--- src/rtl/fptd_error_counter.sv ---
// ---------------------------------------------------------------------------
// fptd_error_counter
//
// Pipelined bit-error / frame-error accumulator for the fully parallel turbo
// decoder. Once per frame (Enable) the per-section error vector b1_error (and
// optionally the razor flag vector) is captured, reduced by a two-stage
// popcount (8-bit groups, then a group adder) and accumulated into saturating
// totals. After NFRAMES accumulated frames the totals are copied into the
// *_buff snapshot registers, the running accumulators restart from zero and
// Done pulses for one cycle.
//
// Optional feature macro: FPTD_RAZOR_COUNT_EN
//   defined   : razor popcount pipeline and accumulator are built.
//   undefined : Razor_Error is ignored, Razor_Count/Razor_Count_buff are 0,
//               Overflow only reflects the bit-error accumulator.
//
// Parameters:
//   FL       frame length (error vector width)
//   CW       bit-error / razor accumulator width
//   NFRAMES  frames per measurement window (>= 1)
//
// Ports:
//   Clock              rising-edge clock
//   nReset             synchronous active-low reset, clears every register
//   nClear             synchronous active-low clear of pipeline, running
//                      accumulators and Overflow (snapshots are kept)
//   Enable             sample the error vectors on this edge
//   b1_error           per-section hard-decision error flags
//   Razor_Error        per-section razor flags
//   Error_Count        running bit-error total
//   Frame_Error_Count  running count of frames with any bit error
//   Frame_Count        frames accumulated in the current window
//   Razor_Count        running razor-flag total
//   Error_Count_buff   bit-error total of the last completed window
//   Frame_Error_buff   frame-error total of the last completed window
//   Razor_Count_buff   razor total of the last completed window
//   Done               one-cycle pulse after a window completes
//   Overflow           sticky accumulator saturation flag
// ---------------------------------------------------------------------------
module fptd_error_counter #(
  parameter  int FL      = 40,
  parameter  int CW      = 32,
  parameter  int NFRAMES = 1024,
  localparam int PW      = $clog2(FL + 1),
  localparam int FW      = $clog2(NFRAMES + 1)
) (
  input  logic          Clock,
  input  logic          nReset,
  input  logic          nClear,
  input  logic          Enable,
  input  logic [FL-1:0] b1_error,
  input  logic [FL-1:0] Razor_Error,
  output logic [CW-1:0] Error_Count,
  output logic [FW-1:0] Frame_Error_Count,
  output logic [FW-1:0] Frame_Count,
  output logic [CW-1:0] Razor_Count,
  output logic [CW-1:0] Error_Count_buff,
  output logic [FW-1:0] Frame_Error_buff,
  output logic [CW-1:0] Razor_Count_buff,
  output logic          Done,
  output logic          Overflow
);

  localparam int NG  = (FL + 7) / 8;   // number of 8-bit popcount groups
  localparam int CW1 = CW + 1;
  localparam logic [FW:0] NF_W = (FW + 1)'(NFRAMES);

  function automatic logic [3:0] popcount8(input logic [7:0] v);
    logic [3:0] c;
    c = '0;
    for (int i = 0; i < 8; i++) c = c + {3'b000, v[i]};
    return c;
  endfunction

  // -------------------------------------------------------------------------
  // Bit-error pipeline
  // -------------------------------------------------------------------------
  logic            v1_q, v2_q, v3_q;
  logic [FL-1:0]   b1_q;
  logic [NG*8-1:0] b1_pad;
  logic [3:0]      grp_q [NG];
  logic [PW-1:0]   tot_d, tot_q;
  logic            ferr_q;

  // Stage 1: capture the frame. A clear on this edge drops the sample.
  always_ff @(posedge Clock) begin
    if (!nReset) begin
      v1_q <= 1'b0;
      b1_q <= '0;
    end else begin
      v1_q <= Enable & nClear;
      if (Enable & nClear) b1_q <= b1_error;
    end
  end

  // Last group is zero-padded when FL is not a multiple of 8.
  always_comb begin
    b1_pad         = '0;
    b1_pad[FL-1:0] = b1_q;
  end

  // Stage 2: one 8-input popcount per group.
  generate
    for (genvar gi = 0; gi < NG; gi++) begin : g_grp
      always_ff @(posedge Clock) begin
        if (!nReset) grp_q[gi] <= '0;
        else         grp_q[gi] <= popcount8(b1_pad[gi*8 +: 8]);
      end
    end
  endgenerate

  always_ff @(posedge Clock) begin
    if (!nReset) v2_q <= 1'b0;
    else         v2_q <= v1_q & nClear;
  end

  // Stage 3: sum of the group counts.
  always_comb begin
    tot_d = '0;
    for (int i = 0; i < NG; i++) tot_d = tot_d + PW'(grp_q[i]);
  end

  always_ff @(posedge Clock) begin
    if (!nReset) begin
      v3_q   <= 1'b0;
      tot_q  <= '0;
      ferr_q <= 1'b0;
    end else begin
      v3_q   <= v2_q & nClear;
      tot_q  <= tot_d;
      ferr_q <= (tot_d != '0);
    end
  end

  // -------------------------------------------------------------------------
  // Stage 4: accumulation, window end and snapshots
  // -------------------------------------------------------------------------
  logic [CW-1:0] err_d, err_q, err_buff_d, err_buff_q;
  logic [FW-1:0] fe_d, fe_q, fe_buff_d, fe_buff_q;
  logic [FW-1:0] fc_d, fc_q;
  logic          ovf_d, ovf_q, done_d, done_q;
  logic [CW:0]   err_sum;
  logic          err_sat;
  logic [CW-1:0] err_add;
  logic          win_end;
  logic          rz_sat;

  // Carry out of the widened add signals saturation.
  always_comb begin
    err_sum = {1'b0, err_q} + CW1'(tot_q);
    err_sat = err_sum[CW];
    err_add = err_sat ? {CW{1'b1}} : err_sum[CW-1:0];
  end

  assign win_end = nClear & v3_q & (({1'b0, fc_q} + (FW + 1)'(1)) == NF_W);

  always_comb begin
    err_d      = err_q;
    fe_d       = fe_q;
    fc_d       = fc_q;
    ovf_d      = ovf_q;
    err_buff_d = err_buff_q;
    fe_buff_d  = fe_buff_q;
    done_d     = 1'b0;
    if (!nClear) begin
      err_d = '0;
      fe_d  = '0;
      fc_d  = '0;
      ovf_d = 1'b0;
    end else if (v3_q) begin
      err_d = err_add;
      fe_d  = fe_q + FW'(ferr_q);
      fc_d  = fc_q + FW'(1);
      ovf_d = ovf_q | err_sat | rz_sat;
      if (win_end) begin
        // Snapshot the post-add totals, then restart the window.
        err_buff_d = err_add;
        fe_buff_d  = fe_d;
        err_d      = '0;
        fe_d       = '0;
        fc_d       = '0;
        done_d     = 1'b1;
      end
    end
  end

  always_ff @(posedge Clock) begin
    if (!nReset) begin
      err_q      <= '0;
      fe_q       <= '0;
      fc_q       <= '0;
      ovf_q      <= 1'b0;
      err_buff_q <= '0;
      fe_buff_q  <= '0;
      done_q     <= 1'b0;
    end else begin
      err_q      <= err_d;
      fe_q       <= fe_d;
      fc_q       <= fc_d;
      ovf_q      <= ovf_d;
      err_buff_q <= err_buff_d;
      fe_buff_q  <= fe_buff_d;
      done_q     <= done_d;
    end
  end

  // -------------------------------------------------------------------------
  // Razor pipeline (optional)
  // -------------------------------------------------------------------------
`ifdef FPTD_RAZOR_COUNT_EN
  logic [FL-1:0]   rz_q;
  logic [NG*8-1:0] rz_pad;
  logic [3:0]      rz_grp_q [NG];
  logic [PW-1:0]   rz_tot_d, rz_tot_q;
  logic [CW-1:0]   rz_d, rz_acc_q, rz_buff_d, rz_buff_q;
  logic [CW:0]     rz_sum;
  logic [CW-1:0]   rz_add;

  // Shares the valid chain of the bit-error pipeline.
  always_ff @(posedge Clock) begin
    if (!nReset)              rz_q <= '0;
    else if (Enable & nClear) rz_q <= Razor_Error;
  end

  always_comb begin
    rz_pad         = '0;
    rz_pad[FL-1:0] = rz_q;
  end

  generate
    for (genvar gi = 0; gi < NG; gi++) begin : g_rz_grp
      always_ff @(posedge Clock) begin
        if (!nReset) rz_grp_q[gi] <= '0;
        else         rz_grp_q[gi] <= popcount8(rz_pad[gi*8 +: 8]);
      end
    end
  endgenerate

  always_comb begin
    rz_tot_d = '0;
    for (int i = 0; i < NG; i++) rz_tot_d = rz_tot_d + PW'(rz_grp_q[i]);
  end

  always_ff @(posedge Clock) begin
    if (!nReset) rz_tot_q <= '0;
    else         rz_tot_q <= rz_tot_d;
  end

  always_comb begin
    rz_sum = {1'b0, rz_acc_q} + CW1'(rz_tot_q);
    rz_sat = v3_q & rz_sum[CW];
    rz_add = rz_sum[CW] ? {CW{1'b1}} : rz_sum[CW-1:0];
  end

  always_comb begin
    rz_d      = rz_acc_q;
    rz_buff_d = rz_buff_q;
    if (!nClear) begin
      rz_d = '0;
    end else if (v3_q) begin
      rz_d = rz_add;
      if (win_end) begin
        rz_buff_d = rz_add;
        rz_d      = '0;
      end
    end
  end

  always_ff @(posedge Clock) begin
    if (!nReset) begin
      rz_acc_q  <= '0;
      rz_buff_q <= '0;
    end else begin
      rz_acc_q  <= rz_d;
      rz_buff_q <= rz_buff_d;
    end
  end

  assign Razor_Count      = rz_acc_q;
  assign Razor_Count_buff = rz_buff_q;
`else
  // Razor input is deliberately unused in this build.
  logic unused_razor;
  assign unused_razor     = ^Razor_Error;
  assign rz_sat           = 1'b0;
  assign Razor_Count      = '0;
  assign Razor_Count_buff = '0;
`endif

  assign Error_Count       = err_q;
  assign Frame_Error_Count = fe_q;
  assign Frame_Count       = fc_q;
  assign Error_Count_buff  = err_buff_q;
  assign Frame_Error_buff  = fe_buff_q;
  assign Done              = done_q;
  assign Overflow          = ovf_q;

endmodule

--- config.mk ---
export PLATFORM = sky130hd
export DESIGN_NAME = fptd_error_counter
export DESIGN_NICKNAME = d
export VERILOG_FILES = /design/src/rtl/fptd_error_counter.sv
export SDC_FILE = /design/constraint.sdc
export NUM_CORES = 1
export LEC_CHECK = 0
export CORE_AREA = 2 2 152 117
export CTS_BUF_LIST = sky130_fd_sc_hd__clkbuf_4
export DETAILED_ROUTE_END_ITERATION = 7
export DIE_AREA = 0 0 154 119
export PLACE_DENSITY = 0.9
export SETUP_SLACK_MARGIN = 0.02
export SLEW_MARGIN = 25
export SYNTH_ARGS = -nofsm -noshare
export SYNTH_HDL_FRONTEND = slang
export SYNTH_SLANG_ARGS = --single-unit
export TNS_END_PERCENT = 5
--- constraint.sdc ---
create_clock -name Clock -period 4.9 [get_ports Clock]
set_clock_uncertainty 0.2 [all_clocks]
set_input_delay 1.225 -clock Clock [delete_from_list [all_inputs] [get_ports Clock]]
set_output_delay 1.225 -clock Clock [all_outputs]
set_load 0.02 [all_outputs]
# After elaboration in Yosys (flattened, before gate mapping)
# Memory sizes are Yosys's and may differ from the RTL's.
# Cells that the tools add are included.
# Widths: inputs -> output; s select.
# word_totals
ff_bits	149
mem_bits_rw	20
in_bits	84
out_inout_bits	163
word_cells	85
memories	1
# classes
n_addsub	43
n_eq_ne	1
mux	12
n_bitwise	11
n_reduce_logical	4
# mem_list
memory	words	width	read_ports	rd_clocked_by_memory_dff	wr	line_no	text
grp_q	5	4	5	0	5	81	logic [3:0] grp_q [NG];
# ops
cell	n
$add 4x1->4	20
$mux 32	2
$add 32x6->33	1
$mux 11	2
$add 3x1->4	5
$mux 4	5
$add 2x1->3	5
$add 11x1->12 const B	1
$add 6x4->6	2
$eq 12x11->1 const B	1
$add 11x1->11	1
$add 11x1->11 const B	1
$add 1x1->2	5
$add 5x4->6	1
$or 1x1->1	6
$reduce_and 3->1	2
$reduce_bool 6->1	1
$add 4x4->5	1
$and 1x1->1	5
$mux 1	3
$reduce_and 2->1	1

# Logic depth before layout (Yosys ltp)
# depth
depth_word	8
depth_mapped	13
depth_no_buf	13

# Least setup slack after synthesis
# Ideal clock, no wire load.
# synth_timing
kind	register to register
from	memory grp_q[0][1]
to	register ferr_q
setup_time_ns	0.070
arrival_ns	3.056
required_ns	4.630
setup_slack_ns	1.573
stages_incl_launch_ff	13
path_buffers	0
period_less_slack_ns	3.327
cell_sequence	dfxtp_1 inv_1 fa_1 fa_1 inv_1 fa_1 ha_1 fa_1 a21o_1 a21oi_1 xnor2_1 nor2_1 a21oi_1
# synth_rtl
item	line_no	text
from (decl)	81	
to (signal assigned)	131	ferr_q <= (tot_d != '0);
to (decl)	83	logic ferr_q;

==> summary.txt <==
Placed design
  • Placed wire-length estimate: 15.7 mm
  • RePlAce Congestion: 0.917
  • I/O Buffers: 142

Routing
  • Wire per inst: 15.2 um
  • Final wirelength: 21.0 mm
  • First DRT Iteration DRCs: 522
  • DRC: 0
  • Post-route ant nets: 0
  • Via density: 5.29
  • First drt pass iteration count: 5
  • Via count: 7294

Worst setup path
  • CP required: 5.17 ns
  • RR Endpoint: ferr_q
  • Setup slack, reg-to-reg: 1.27 ns
  • CP max stage cell: fa_1
  • CP Launch Type: register
  • Reg2Reg Launch Point: grp_q[0][2]
  • Slowest stage delay, CP: 0.53 ns
  • CP Data Arrival Time: 3.90 ns
  • Crit path max-delay family: adder cells
  • Setup crit end kind: register
  • Crit-path cells: inv_1 -> fa_1 -> inv_1 -> fa_1 -> inv_1 -> fa_1 -> inv_1 -> fa_1 -> a21o_1 -> a21oi_1 -> xnor2_1 -> nor2_1 -> a21oi_1
  • Largest fanout on the critical path: 2
  • FF-to-FF path depth: 13
  • Crit path kind: reg -> reg
  • CP Buf/Inv Count: 4

Clocking
  • Setup bufs post-CTS: 0
  • CTS Hold Bufs: 0
  • Clock root buffer: clkbuf_4
  • Clk sink count: 169
  • CTS tree: done
  • Gates resized, CTS repair: 0
  • Htree depth: 4
  • Clk Latency, worst-skew pair: 0.57 ns
  • CTS buffer count: 17
  • CTS clk-pin slew, worst paths: 0.16 ns
  • Clock Path Buffers: 2

Yosys
  • Post-synth top flop: dfxtp_1
  • Post-synth EDFFs: 0
  • Mapped Area: 8950 um^2
  • Syn Inst Count: 1026
  • Cell variety after synth: 69
  • Register area share after synthesis: 37.8%
  • Syn Area/Cell: 8.72 um^2
  • Yosys reg bits: 169
  • Synth top area cells: dfxtp_1, fa_1, nand2_1
  • Post-synth top area share: 37.8%
  • Post-synth top cells: dfxtp_1, nand2_1, a21oi_1, nor2_1, inv_1
  • Leading area contributor after synthesis: dfxtp_1
  • YS warnings: 0
  • FFs w/ async S/R, synth: 0%
  • Count leader, synth: dfxtp_1

Timing
  • Fmax: 276 MHz
  • RSZ-0062 raised after global routing: false
  • Setup_tns: 0 ns
  • Slew Limit Fails: 0
  • Final Setup Violations: 0
  • Endpoints failing hold: 0
  • Period utilization: 74.0%
  • Slew @ Worst Pin: 0.739 ns
  • Slew headroom: 50.7%
  • Final Critical Period: 3.63 ns

Global route
  • Number of global-route vias before repair: 6831
  • Largest net degree at the start of global routing: 66
  • Total global-route track usage: 22.9%
  • Overflow left after global routing: 0
  • Initial antenna violation count: 0
  • First-pass GRT wire length: 34.0 mm

Hold path
  • Hold path start: b1_pad[20]
  • Min-Delay Endpoint: b1_pad[20]
  • Hold Path Depth: 2
  • Hold/Removal Path Class: reg -> reg

Floorplanning
  • Die Span Y: 119 um
  • Die W: 154 um
  • # rows: 42
  • I/O Pins: 247
  • Die Area: 18300 um^2
  • Starting Density: 52.4%
  • CORE AREA: 17100 um^2

Pwr
  • Leakage: 4.00 nW
  • Pwr Density: 240 nW/um^2
  • VDD IR max: 0.000150 V
  • Power, Total: 2.53 mW

Run
  • Maxcap violations: 0

Final layout
  • Util after Layout: 61.5%
  • FILL cells: 1456
  • N_diodes: 0
  • Layout net count: 1295
  • Fraction of layout instances using a drive strength above 1: 6.38%
  • Area growth syn-to-layout: 17.4%

Status
  • Status: finished, final reports clean
[flip-flops by register name, indices dropped and copies added, names as in the netlist]
register,count
Error_Count,32
b1_pad,40
tot_q,6
Frame_Error_Count,11
v2_q,1
Error_Count_buff,32
Overflow,1
Done,1
ferr_q,1
Frame_Error_buff,11
grp_q,20
v3_q,1
Frame_Count,11
v1_q,1
[how the worst max path moves through the flow]
stage                     slack (ns)  cells after the start   startpoint                    to
after floorplan                 1.57                     12  grp_q[0][1]                ferr_q
after global placement          1.04                      8       nClear  Error_Count_buff[27]
after detailed placement        0.94                      8       nClear  Error_Count_buff[17]
after CTS                       1.27                     13  grp_q[0][2]                ferr_q
after global routing            1.08                     13  grp_q[0][2]                ferr_q
final                           1.27                     13  grp_q[0][2]                ferr_q
[per-stage QoR]
step | instances | setup slack (ns) | hold WS (ns) | instance area (um^2)
after global placement | 1348 | 1.04 | 0.244 | 10200
after detailed placement | 1348 | 0.945 | 0.247 | 10200
after floorplan | 1089 | 1.57 | 0.236 | 9180
final | 1380 | 1.27 | 0.266 | 10500
after global routing | 1380 | 1.08 | 0.286 | 10500
after CTS | 1380 | 1.27 | 0.267 | 10500
[area by class of cell]
| type | count | area (um^2) | share of cell area (%) |
|---|---|---|---|
| timing repair buffer | 154 | 1510 | 14.4 |
| tap | 220 | 275 | 2.62 |
| clock inverter | 15 | 135 | 1.29 |
| multi-input combinational | 736 | 4810 | 45.8 |
| clock buffer | 17 | 128 | 1.21 |
| inverter | 69 | 262 | 2.49 |
| sequential | 169 | 3380 | 32.2 |
[layout by cell type (no fill, tap or decap), types with 8 or more instances in the layout]
master             n
dfxtp_1          169
nand2_1          144
clkdlybuf4s50_1  142
a21oi_1           75
nor2_1            74
inv_1             67
conb_1            64
o21ai_0           38
fa_1              32
ha_1              32
xor2_1            27
xnor2_1           22
and2_1            20
a31oi_1           18
nand3_1           17
clkbuf_4          17
a211oi_1          15
and3_1            15
o21ai_1           12
buf_4             12
nand4_1           11
a211oi_2          10
nor3_1             9
nor4_1             8
[report_power, final]
group | total [mW] | switching, mW | internal [mW]
Sequential | 1.44 | 0.0219 | 1.42
Combinational | 0.322 | 0.194 | 0.128
Clock | 0.764 | 0.542 | 0.221
[per-layer routing]
layer	up-vias	part of all wire (%)	track usage (%)
li1	3592	-	-
met3	22	7.0	4.80
met5	-	0	0
met2	276	47	36.9
met1	3404	44	31.3
met4	0	1.3	6.66
[cells by family (layout without fill, tap and decap cells)]
logic type,count (synthesis),after routing,share of synthesized area (%)
and+or+nand+nor,334,334,17.7
AOI/OAI and AO/OA,220,220,16.2
buffers and inverters,184,255,11.2
DFF,169,169,37.8
adders and majority gates,64,64,11.6
xor gates and xnor gates,49,49,4.80
muxes,5,5,0.699
other,1,64,0.0419
[tightest hold or removal path, stage by stage, from the launching register on]
cell,delay (ns)
dfxtp_1,0.34
nand2_1,0.05
a21oi_1,0.05
Note: power is estimated with default switching activity, not from simulation.
